<file path="src/rtl/ifu_pkg.sv">
// Shared definitions for the instruction fetch unit: state encoding and
// default geometry of the instruction memory it fetches from.
package ifu_pkg;

  localparam int IFU_ADDR_W   = 16;
  localparam int IFU_DATA_W   = 16;
  localparam int IFU_DEPTH    = 16;
  localparam int IFU_RESET_PC = 0;

  typedef enum logic [1:0] {
    ST_HALT  = 2'd0,
    ST_RUN   = 2'd1,
    ST_FAULT = 2'd2
  } ifu_state_t;

endpackage

</file>
<file path="src/rtl/pc_wrap_inc.sv">
// Next sequential fetch address, wrapping from DEPTH-1 back to 0 so the
// result always stays inside the instruction memory.
module pc_wrap_inc #(
  parameter int ADDR_W = 16,
  parameter int DEPTH  = 16
) (
  input  logic [ADDR_W-1:0] x,
  output logic [ADDR_W-1:0] y
);

  localparam logic [ADDR_W-1:0] LAST = ADDR_W'(DEPTH - 1);

  assign y = (x == LAST) ? '0 : x + ADDR_W'(1);

endmodule

</file>
<file path="src/rtl/instruction_fetch_unit.sv">
// IF-stage fetch initiator: owns the PC, hides the one-cycle memory read
// latency, and handles stall, redirect and out-of-range redirect faults.
module instruction_fetch_unit
  import ifu_pkg::*;
#(
  parameter int ADDR_W   = IFU_ADDR_W,
  parameter int DATA_W   = IFU_DATA_W,
  parameter int DEPTH    = IFU_DEPTH,
  parameter int RESET_PC = IFU_RESET_PC
) (
  input  logic              clk,
  input  logic              rst,
  input  logic              start,
  input  logic              stall,
  input  logic              redirect_valid,
  input  logic [ADDR_W-1:0] redirect_target,
  input  logic [DATA_W-1:0] Instruction,
  output logic [ADDR_W-1:0] ReadAddress,
  output logic [DATA_W-1:0] instr_out,
  output logic [ADDR_W-1:0] pc_out,
  output logic              valid_out,
  output logic              fault,
  output logic [15:0]       fetch_count
);

  localparam logic [ADDR_W-1:0] PC_RST  = ADDR_W'(RESET_PC);
  localparam logic [ADDR_W:0]   DEPTH_V = (ADDR_W + 1)'(DEPTH);

  ifu_state_t        state;
  logic [ADDR_W-1:0] pc;
  logic [ADDR_W-1:0] req_pc;
  logic              req_valid;
  logic [ADDR_W-1:0] pc_inc;
  logic              running;
  logic              target_ok;
  logic              replay;

  pc_wrap_inc #(
    .ADDR_W(ADDR_W),
    .DEPTH (DEPTH)
  ) u_pc_inc (
    .x(pc),
    .y(pc_inc)
  );

  assign running   = (state == ST_RUN);
  assign target_ok = ({1'b0, redirect_target} < DEPTH_V);
  assign valid_out = running && req_valid && !redirect_valid;

  // Re-issuing req_pc while stalled keeps Instruction stable on the next cycle.
  assign replay      = running && stall && req_valid && !redirect_valid;
  assign ReadAddress = replay ? req_pc : pc;

  assign instr_out = Instruction;
  assign pc_out    = req_pc;

  always_ff @(posedge clk or negedge rst) begin
    if (!rst) begin
      state       <= ST_HALT;
      pc          <= PC_RST;
      req_pc      <= PC_RST;
      req_valid   <= 1'b0;
      fault       <= 1'b0;
      fetch_count <= 16'd0;
    end else begin
      case (state)
        ST_HALT: begin
          // The memory already holds RESET_PC on its address port, so the
          // first word is treated as in flight from the start cycle.
          if (start) begin
            state     <= ST_RUN;
            req_pc    <= pc;
            req_valid <= 1'b1;
            pc        <= pc_inc;
          end
        end
        ST_RUN: begin
          if (redirect_valid) begin
            req_valid <= 1'b0;
            if (target_ok) begin
              pc <= redirect_target;
            end else begin
              state <= ST_FAULT;
              fault <= 1'b1;
            end
          end else if (!(stall && req_valid)) begin
            req_pc    <= pc;
            req_valid <= 1'b1;
            pc        <= pc_inc;
            if (valid_out) begin
              fetch_count <= fetch_count + 16'd1;
            end
          end
        end
        default: begin
          // FAULT is terminal until reset; everything stays frozen.
        end
      endcase
    end
  end

endmodule

</file>
<file path="config.mk">
export PLATFORM = sky130hd
export DESIGN_NAME = instruction_fetch_unit
export DESIGN_NICKNAME = d
export VERILOG_FILES = /design/src/rtl/ifu_pkg.sv /design/src/rtl/pc_wrap_inc.sv /design/src/rtl/instruction_fetch_unit.sv
export SDC_FILE = /design/constraint.sdc
export NUM_CORES = 1
export LEC_CHECK = 0
export ABC_AREA = 1
export CORE_ASPECT_RATIO = 1.25
export CORE_MARGIN = 1
export CORE_UTILIZATION = 47
export DETAILED_ROUTE_END_ITERATION = 16
export GPL_ROUTABILITY_DRIVEN = 0
export PLACE_DENSITY = 0.78
export SLEW_MARGIN = 5
export SYNTH_ARGS = -nofsm -noshare
export SYNTH_HDL_FRONTEND = slang
export SYNTH_SLANG_ARGS = --single-unit
</file>
<file path="constraint.sdc">
create_clock -name clk -period 1.6 [get_ports clk]
set_input_delay 0.32 -clock clk [delete_from_list [all_inputs] [get_ports clk]]
set_output_delay 0.32 -clock clk [all_outputs]
set_load 0.02 [all_outputs]
</file>
**After elaboration in Yosys (flattened, before gate mapping)**

Cells that the tools add are included.

- Input bits: 37
- Logic and storage cells: 55
- Bits in registers: 52
- Output and inout port bits: 66

- $add $sub $neg: 2
- Multiplexer cells: 19
- Reduce and logical (&&, ||, !) cells: 15
- Eq/ne operators: 9
- Order comparisons: 1
- Bitwise operators: 3

Operators by type and width:

| kind | number |
|---|---|
| $mux W16 | 9 |
| $pmux W16 S2 | 2 |
| $add A16 B1 Y16 const B | 2 |
| $eq A16 B4 Y1 const B | 1 |
| $lt A16 B5 Y1 const B | 1 |
| $reduce_and A4 Y1 | 4 |
| $ne A2 B2 Y1 const B | 5 |
| $logic_and A1 B1 Y1 | 6 |
| $mux W2 | 3 |
| $reduce_and A3 Y1 | 2 |
| $pmux W2 S2 | 1 |
| $mux W1 | 3 |
| $ne A3 B2 Y1 const B | 1 |
| $ne A3 B3 Y1 const B | 1 |
| $not A1 Y1 | 3 |
| $eq A2 B1 Y1 const B | 1 |
| $logic_not A2 Y1 | 1 |
| $pmux W1 S2 | 1 |
| $reduce_bool A2 Y1 | 1 |
| $logic_not A1 Y1 | 1 |

**Longest topological paths before layout**

Gate-level depths: netlist of the first run.

- Word-level depth: 5
- Depth in mapped cells: 11
- Gate-level depth less buffers: 11

**Cells and area by module**

From an unflattened synthesis of the first run, not the netlist that was laid out.

- Cells, all modules: 471
- Area total of the unflattened synthesis: 3304.4 µm²

Modules (own cells, without submodules):

| module | area each (µm²) | times used | cells each |
|---|---|---|---|
| instruction_fetch_unit | 2846.5 | 1 | 382 |
| pc_wrap_inc | 457.9 | 1 | 89 |

**Worst setup path after synthesis of the first run**

Ideal clock, no wire load.

- Kind: reg-to-output
- Start: register state[0]
- End: output port ReadAddress[0]
- Cell stages (with the launch flop): 7
- Data required time: 1280 ps
- Path slack: -36 ps
- Data arrival time: 1316 ps
- Cell sequence: dfrtp_1 -> inv_1 -> nor2_4 -> nand2_2 -> nor2_1 -> buf_2 -> o21ai_0

- Longest elaborated chain between the ends: 5

RTL lines:

| item | line | RTL |
|---|---|---|
| start: declaration | instruction_fetch_unit.sv:29 | `ifu_state_t state;` |
| start signal: assignment | instruction_fetch_unit.sv:59 | `state <= ST_HALT;` |
| start signal: assignment | instruction_fetch_unit.sv:71 | `state <= ST_RUN;` |
| start signal: assignment | instruction_fetch_unit.sv:83 | `state <= ST_FAULT;` |
| $eq A2 B1 Y1 | instruction_fetch_unit.sv:46 | `assign running = (state == ST_RUN);` |
| $logic_and A1 B1 Y1 (3 in a row) | instruction_fetch_unit.sv:51 | `assign replay = running && stall && req_valid && !redirect_valid;` |
| $mux W16 | instruction_fetch_unit.sv:52 | `assign ReadAddress = replay ? req_pc : pc;` |
| end: declaration | instruction_fetch_unit.sv:18 | `output logic [ADDR_W-1:0] ReadAddress,` |

Every way passes these cells.

**Worst setup path after layout of the first run**

- Start: register state[0]
- End: output port ReadAddress[13]

Same word-level chain as after synthesis.

==> results of run 1 <==
## layout by cell type (no fill, tap or decap), types with 18 or more instances in the layout
| cell | Yosys | routed |
|---|---|---|
| nand2_1 | 120 | 107 |
| dfrtp_1 | 52 | 52 |
| nor2_1 | 57 | 51 |
| buf_4 | 16 | 51 |
| inv_1 | 43 | 42 |
| dlygate4sd2_1 | 0 | 33 |
| o21ai_2 | 13 | 27 |
| nand3_1 | 26 | 25 |
| nand2_2 | 5 | 18 |
| clkdlybuf4s50_1 | 0 | 18 |
| buf_6 | 5 | 18 |
## Yosys cell counts
master,number,area share
inv_4,1,0.0019
xor2_1,11,0.029
nor2_1,57,0.065
nand2_2,5,0.0095
nand3_1,26,0.040
dfrtp_1,52,0.40
ha_1,2,0.0076
a21oi_2,6,0.016
buf_4,16,0.036
buf_2,5,0.0076
or2_2,1,0.0019
o21bai_4,1,0.0057
nand4_2,1,0.0038
nor3_2,2,0.0061
nand4_1,4,0.0076
nor2_8,1,0.0061
nand2_4,1,0.0034
nand2_1,120,0.14
xnor2_1,1,0.0027
o21ai_2,13,0.035
a21oi_1,9,0.014
nor2_4,2,0.0068
nor2_2,8,0.015
o21ai_0,29,0.044
inv_1,43,0.049
buf_6,5,0.017
nand3b_1,2,0.0046
o21ai_1,4,0.0061
a21oi_4,1,0.0049
inv_2,3,0.0034
or2_4,1,0.0027
and2_1,1,0.0019
or2_1,1,0.0019
nor3_1,8,0.012
## per-layer routing
metal | track usage | vias up
li1 | - | 1617
met1 | 0.2931 | 1585
met2 | 0.4501 | 121
met3 | 0.03923 | 31
met4 | 0.1298 | 0
met5 | 0 | -
## what timing repair did
item	4_1_cts	5_1_grt
setup buffers	4	3
cloned	3	2
pin swaps	4	8
gates resized for setup	190	27
endpoints found under the setup margin	60	34
endpoints found under the hold margin	0	0
## kinds of logic (layout without fill, tap and decap cells)
family / count (synthesis) / in the layout / synth area share
flops: 52 / 52 / 0.3951
compound gates: 63 / 64 / 0.1250
fa+ha+maj: 2 / 2 / 0.007598
simple gates: 241 / 241 / 0.3248
xor+xnor: 12 / 12 / 0.03191
buf+inv: 73 / 185 / 0.1155
## path summary, 6_finish.rpt
path,end,slack (ps),depth (start not counted)
worst min-delay path,fetch_count[7],-20,2
min in group clk,fault,470,2
worst max-delay path,ReadAddress[13],-310,9
worst max register to register,pc[8],-50,9
worst min register to register,fault,470,2
max in group asynchronous,pc_out[6],1380,2
## layout make-up
cell class	instances	area share
Clock buffer	6	0.01530
Clock inverter	2	0.007386
Inverter	47	0.03772
Multi-Input combinational cell	319	0.3767
Sequential cell	52	0.2743
Tap cell	87	0.02295
Timing Repair Buffer	130	0.2656
## power groups by stage
stage / combinational, mW / sequential (mW) / clock [mW]
3_3_place_gp: 0.0985 / 1.34 / 0
3_5_place_dp: 0.101 / 1.34 / 0
6_report: 0.0987 / 1.31 / 0.913
5_1_grt: 0.109 / 1.31 / 0.977
4_1_cts: 0.101 / 1.31 / 0.916
2_1_floorplan: 0.0725 / 1.34 / 0
## stage by stage
stage / setup TNS, ps / instance area [um2] / setup WS (ps)
3_5_place_dp: -19950 / 4340 / -785.2
2_1_floorplan: -535.3 / 3297 / -35.82
3_3_place_gp: -18540 / 4340 / -718.3
6_report: -4496 / 4743 / -307.6
5_1_grt: -6102 / 4743 / -368.8
4_1_cts: -4756 / 4603 / -303.2
## flip-flops by register name (all words and copies together), names as in the netlist
signal,count
state,2
pc,16
fault,1
fetch_count,16
req_valid,1
pc_out,16
==> results.ini, run 1 <==
[cts]
cts_root_buf=clkbuf_8
cts_buffers=5
tritoncts=yes
clkLatencyLatePin_ps=320
cts_max_level=2
cts.path.max_buffers=2
clkSinkCount=52
postCtsHoldBufs=0
clkTransAtPathRegs_ps=100

[cells_and_area]
multi_input_area_um2=1787
final_nets=594
nFillCells=500
stdcell_count=643
antenna_cells=0
final_core_util=0.7135
layout-drive-gt1-share=0.3094
area_growth_pct=44.03
ff_latch_area_um2=1301

[critical_path]
cp-end-kind=output port
path_buf_inv=4
critPathArrivalTime_ps=1590
path_max_fanout=8
crit_start=state[0]
crit_chain=inv_2 -> nor2_4 -> nand2_2 -> nor2_4 -> buf_6 -> buf_12 -> nand2_2 -> o21ai_4 -> buf_6
timing.rr.start=pc[1]
crit_path_start_kind=flop
critPathMaxStageDelay_ps=370
path_delay_family=buffers and inverters
critPathKind=flop to output port
crit_slowest_cell=dfrtp_1
required_ps=1280

[power_and_ir_drop]
ir_drop_uv=580.8
switching_share=0.2120
power_density_nw_per_um2=490.1
seq_power_share=0.565
power_mw=2.325
p_clk_frac=0.393
p_comb_frac=0.042
power.switching_mw=0.4929
power.internal_mw=1.832
leakagePower_nw=2.232

[sta]
rsz0062_at_grt=yes
clock_skew_ps=6.952
fmax_mhz=524.2
slew_headroom=0.7397
finalCritPeriodShare=1.192
timing.hold.ws_ps=-16.07
setup_violations=17
layout_setup_ws_ps=-307.6
hold_violations=33
drv_slew=0
worstMarginPinSlew_ps=387.5
finalWorstPathRequiredPeriod_ps=1908

[detailed_routing]
wl_per_cell_um=14.45
dr.pass1.iters=5
dr_wl_met2_um=4669
drt-vias-per-instance=5.216
top_layer_used=met4
wl_met1_um=3689
vias=3354
finalWirelength_um=9289
drt_iter0_drc=259
drc_errors=0
wl_met3_um=516
detail-route-antenna-nets=0

[placed_design]
portBuffers=70
placed_cells=626
hpwl_um=6078

[synthesis]
yosys_warnings=0
synth-seq-cells=52
seq_area_frac_synth=0.3951
syn-mean-instance-area_um2=7.434
synthCells=443
syn_area_um2=3293
syn-num-nets=482
yosysUniqueCellTypes=34

[floorplan]
fp.dieW_um=76.87
fp.coreArea_um2=6648
die_area_um2=7348
initial_core_util=0.4954
dieHeight_um=95.59
io_pins=103
rows=33

[flow_run]
cap_violations=0

[outcome]
violations=negative hold slack, negative setup slack
outcome=complete, but fails checks

[global_route]
grt_max_degree=53
grt_antenna_before_repair=0
overflow=0
grt_use_total=0.2522
grt_first_pass_wirelength_um=14530
grt_pass1_vias=3191

[min_path]
hold_class=input pin to async pin

(Power assumes the default switching activity.)
==> inputs of run 2 (changes only) <==
--- a/config.mk
+++ b/config.mk
@@ -12,7 +12,6 @@
 export DETAILED_ROUTE_END_ITERATION = 16
 export GPL_ROUTABILITY_DRIVEN = 0
 export PLACE_DENSITY = 0.78
-export SLEW_MARGIN = 5
 export SYNTH_ARGS = -nofsm -noshare
 export SYNTH_HDL_FRONTEND = slang
 export SYNTH_SLANG_ARGS = --single-unit
==> results of run 2 <==
Same layout as run 1: the final DEF is identical, and so are final timing and power.
